<file path="src/rtl/gray_pkg.sv">
// gray_pkg: shared Gray-pointer helpers and pointer-width convention for the FIFO stages.
package gray_pkg;
  localparam int ASIZE_DEF = 4;
  localparam int PTR_W = ASIZE_DEF + 1;
  function automatic logic [31:0] bin2gray(input logic [31:0] b);
    return b ^ (b >> 1);
  endfunction
  function automatic logic [31:0] gray2bin(input logic [31:0] g);
    logic [31:0] b;
    b = g;
    for (int i = 1; i < 32; i++) b = b ^ (g >> i);
    return b;
  endfunction
endpackage

</file>
<file path="src/rtl/bin_2_gray.sv">
// bin_2_gray: combinational binary to Gray conversion of a size-bit value.
module bin_2_gray import gray_pkg::*; #(
  parameter int size = PTR_W
) (
  input  logic [size-1:0] bin,
  output logic [size-1:0] gray
);
  logic [31:0] g32;
  assign g32 = bin2gray(32'(bin));
  assign gray = g32[size-1:0];
endmodule

</file>
<file path="src/rtl/gray_sync_2ff.sv">
// gray_sync_2ff: two-flop synchroniser for a Gray pointer crossing clock domains.
module gray_sync_2ff #(
  parameter int W = 5
) (
  input  logic         clk,
  input  logic         rst,
  input  logic [W-1:0] d,
  output logic [W-1:0] q
);
  logic [W-1:0] q1;
  always_ff @(posedge clk or posedge rst)
    if (rst) begin
      q1 <= '0;
      q  <= '0;
    end else begin
      q1 <= d;
      q  <= q1;
    end
endmodule

</file>
<file path="src/rtl/gray_wptr_full.sv">
// gray_wptr_full: write pointer, exported Gray pointer and registered full flag of a Gray-pointer FIFO.
module gray_wptr_full import gray_pkg::*; #(
  parameter int ASIZE = ASIZE_DEF
) (
  input  logic             clk,
  input  logic             rst,
  input  logic             push,
  input  logic [ASIZE:0]   rptr_gray_async,
  output logic             push_ok,
  output logic [ASIZE-1:0] waddr,
  output logic [ASIZE:0]   wptr_gray,
  output logic             full,
  output logic             overflow
);
  localparam int W = ASIZE + 1;
  logic [W-1:0] wbin, wbin_next, wgray_next, rq2;
  assign push_ok = push & ~full;
  assign wbin_next = wbin + W'(push_ok);
  assign waddr = wbin[ASIZE-1:0];
  bin_2_gray #(.size(W)) u_b2g (.bin(wbin_next), .gray(wgray_next));
  gray_sync_2ff #(.W(W)) u_sync (.clk(clk), .rst(rst), .d(rptr_gray_async), .q(rq2));
  // Full when the next write pointer is one lap ahead: top two Gray bits inverted, rest equal.
  always_ff @(posedge clk or posedge rst)
    if (rst) begin
      wbin      <= '0;
      wptr_gray <= '0;
      full      <= 1'b0;
      overflow  <= 1'b0;
    end else begin
      wbin      <= wbin_next;
      wptr_gray <= wgray_next;
      full      <= (wgray_next == {~rq2[ASIZE:ASIZE-1], rq2[ASIZE-2:0]});
      overflow  <= overflow | (push & full);
    end
endmodule
</file>
<file path="config.mk">
export PLATFORM = sky130hd
export DESIGN_NAME = gray_wptr_full
export DESIGN_NICKNAME = d
export VERILOG_FILES = /design/src/rtl/gray_pkg.sv /design/src/rtl/bin_2_gray.sv /design/src/rtl/gray_sync_2ff.sv /design/src/rtl/gray_wptr_full.sv
export SDC_FILE = /design/constraint.sdc
export NUM_CORES = 1
export LEC_CHECK = 0
export CAP_MARGIN = 20
export CORE_ASPECT_RATIO = 1.1
export CORE_MARGIN = 2
export CORE_UTILIZATION = 45
export CTS_CLUSTER_SIZE = 25
export DETAILED_ROUTE_END_ITERATION = 10
export PLACE_DENSITY = 0.83
export SLEW_MARGIN = 15
export SYNTH_ARGS = -nofsm -noshare
export SYNTH_HDL_FRONTEND = slang
export SYNTH_SLANG_ARGS = --single-unit
</file>
<file path="constraint.sdc">
create_clock -name clk -period 2.46 [get_ports clk]
set_clock_uncertainty 0.2 [all_clocks]
set_input_delay 0.492 -clock clk [delete_from_list [all_inputs] [get_ports clk]]
set_output_delay 0.492 -clock clk [all_outputs]
set_load 0.02 [all_outputs]
</file>
==> flow_metrics.py <==
metrics = {
    "critical_path": {
        "r2r_slack_ps": 340,
        "cp-end-kind": "register",
        "ff2ff_path_depth": 7,
        "crit_fanout": 3,
        "critical_path_required_ps": 2460,
        "critPathKind": "in -> reg",
        "cp-start-kind": "primary input",
        "worstPathArrival_ps": 2400,
    },
    "yosys": {
        "synth_cells": 47,
        "synth-seq-area-share": 0.704,
        "yosysWarnings": 0,
        "syn_area_per_cell_sq_um": 15.9,
        "synth_cell_types": 12,
        "syn-cell-area_sq_um": 747,
        "syn-num-nets": 57,
        "yosys_register_bits": 21,
    },
    "layout": {
        "fill_cells": 100,
        "antenna_cells": 0,
        "final_core_util": 0.720,
        "final_cell_mix": "dfrtp_1, clkdlybuf4s50_1, buf_4, xor2_1",
        "synthToLayoutAreaGrowth_pct": 50.3,
        "fin_nets": 91,
        "final_layout_size_suffix_gt1_frac": 0.250,
        "final_common_cell": "dfrtp_1",
        "postLayoutCellArea_sq_um": 1120,
    },
    "placed_design": {
        "preCtsSetupSlack_ps": -358,
        "io_buffers": 19,
        "post-dp-hpwl_microns": 908,
        "placed_area_sq_um": 1030,
        "gp_congestion": 0.645,
    },
    "detailed_routing": {
        "vias": 470,
        "drc": 0,
        "drt_wl_total_mm": 1.28,
        "drtAntennaViolNets": 0,
        "wl_per_cell_microns": 13.2,
        "via_per_inst": 4.85,
        "drt_pass1_iterations": 4,
        "dr.first_iter.drc_count": 13,
    },
    "global_routing": {
        "grt_pass1_vias": 466,
        "grt_max_degree": 22,
        "antenna_found_initial": 0,
        "grt_pass1_wl_mm": 1.97,
        "grtUsageTotal": 0.141,
        "grt.overflow.total": 0,
    },
    "min_path": {
        "hp-class": "reg -> reg",
        "hold_depth": 0,
    },
    "die": {
        "die_x_microns": 42.8,
        "core-area_sq_um": 1560,
        "ioPinCount": 20,
        "die_area_sq_um": 2000,
        "num_rows": 15,
        "die_h_microns": 46.7,
        "initial_utilization": 0.480,
    },
    "power_and_ir_drop": {
        "power_mw": 1.52,
        "vdd_ir_drop_max_v": 0.000657,
        "pwr-share-clk": 0.102,
        "power.density_nw_per_um2": 1360,
        "p_sw_uw": 566,
        "p_int_uw": 959,
        "p_leak_nw": 0.505,
        "swShare": 0.371,
        "comb_power_share": 0.544,
        "sequentialPowerShare": 0.354,
    },
    "timing": {
        "fmax_mhz": 418,
        "relSlewSlack": 0.785,
        "hold_ws_ps": 159,
        "worst_slew_pin_slew_ps": 320,
        "maxSlewViolCount": 0,
        "fin_crit_sh": 0.972,
        "fin_ws_ps": 68.4,
        "fin_crit_ps": 2390,
        "setup_viol": 0,
        "hold_viol_final": 0,
    },
    "flow_run": {
        "drv_cap": 0,
    },
    "clock_network": {
        "numCtsBuffers": 3,
        "cts-root-buf": "clkbuf_4",
        "ctsHoldBuffers": 0,
        "clock_path_buffers": 2,
        "cts.sinks": 21,
        "cts_tree": "built",
        "clkTransAtPathRegs_ps": 110,
        "clk_latency_ps": 290,
        "h-tree-depth": 1,
    },
    "status": {
        "status": "completed",
    },
}
-- cells by family (layout without fill, tap and decap cells) --
logic type,Yosys count,after routing,share of synthesized area
AO/OA/AOI/OAI,3,3,0.0402
XOR/XNOR,12,12,0.161
adder cells (fa/ha/maj),2,2,0.0335
buffers and inverters,2,35,0.0101
flip-flops,21,21,0.704
AND/OR/NAND/NOR,7,7,0.0519
-- registers in the layout, summed over array words and instances (netlist names) --
signal     flops
u_sync.q1      5
full           1
u_sync.q       5
overflow       1
wptr_gray      4
wbin           5
-- worst max-delay path, stage by stage --
cell	delay (ps)
clkdlybuf4s50_1	490
nor2b_4	180
ha_4	160
ha_4	160
nand3_2	100
xnor2_2	160
or3_1	360
a221oi_2	280
-- power groups by stage --
| stage | logic [mW] | registers (mW) | clock network, mW |
|---|---|---|---|
| finish | 0.829 | 0.539 | 0.156 |
| global route | 0.893 | 0.555 | 0.176 |
| CTS | 0.777 | 0.519 | 0.163 |
| detailed placement | 0.761 | 0.523 | 0 |
| global placement | 0.734 | 0.516 | 0 |
| floorplan | 0.299 | 0.629 | 0 |
-- per-stage QoR --
| step | setup TNS [ps] | cells |
|---|---|---|
| 3_3_place_gp | -353 | 92 |
| 5_1_grt | -16.0 | 97 |
| 2_1_floorplan | 0 | 47 |
| 4_1_cts | 0 | 96 |
| 6_report | 0 | 97 |
| 3_5_place_dp | -445 | 92 |
-- final timing paths --
check	startpoint	end
setup / recovery	push	full$_DFF_PP0_
hold / removal	u_sync.q1[3]$_DFF_PP0_	u_sync.q[3]$_DFF_PP0_
setup reg to reg	full$_DFF_PP0_	full$_DFF_PP0_
hold reg to reg	u_sync.q1[3]$_DFF_PP0_	u_sync.q[3]$_DFF_PP0_
max in group asynchronous	rst	wptr_gray[2]$_DFF_PP0_
min in group asynchronous	rst	u_sync.q[0]$_DFF_PP0_
-- per-layer routing --
| layer | part of all wire | wire (microns) | global-route usage | vias to the layer above |
|---|---|---|---|---|
| li1 | - | - | - | 220 |
| met1 | 0.38 | 488 | 0.158 | 230 |
| met2 | 0.56 | 714 | 0.261 | 18 |
| met3 | 0.051 | 66 | 0.0231 | 2 |
| met4 | 0.0094 | 12 | 0.0750 | 0 |
| met5 | 0 | 0 | 0 | - |
-- synth_stat cells (all sizes together) --
master   n  area share
dfrtp   21        0.70
nand3    4       0.027
or3      2       0.017
nor2b    1      0.0084
inv      2       0.010
xor2     7       0.082
ha       2       0.033
a21o     1       0.010
xnor2    4       0.047
xor3     1       0.032
a21boi   1       0.010
a221oi   1       0.020
-- repair_timing --
item | CTS | global route
endpoints found under the setup margin | 2 | 1
gates resized for setup | 3 | 7
pin swaps | 0 | 1
cloned | 0 | 0
buffers inserted | 0 | 1
-- cell type report --
type | count | area (sq um) | area share
Timing Repair Buffer | 29 | 264 | 0.235
Inverter | 2 | 7.51 | 0.00669
Sequential cell | 21 | 526 | 0.468
Clock buffer | 4 | 26.3 | 0.0234
Tap cell | 17 | 21.3 | 0.0190
Multi-Input combinational cell | 24 | 278 | 0.247
No activity file was read; power rests on OpenSTA's default activity.
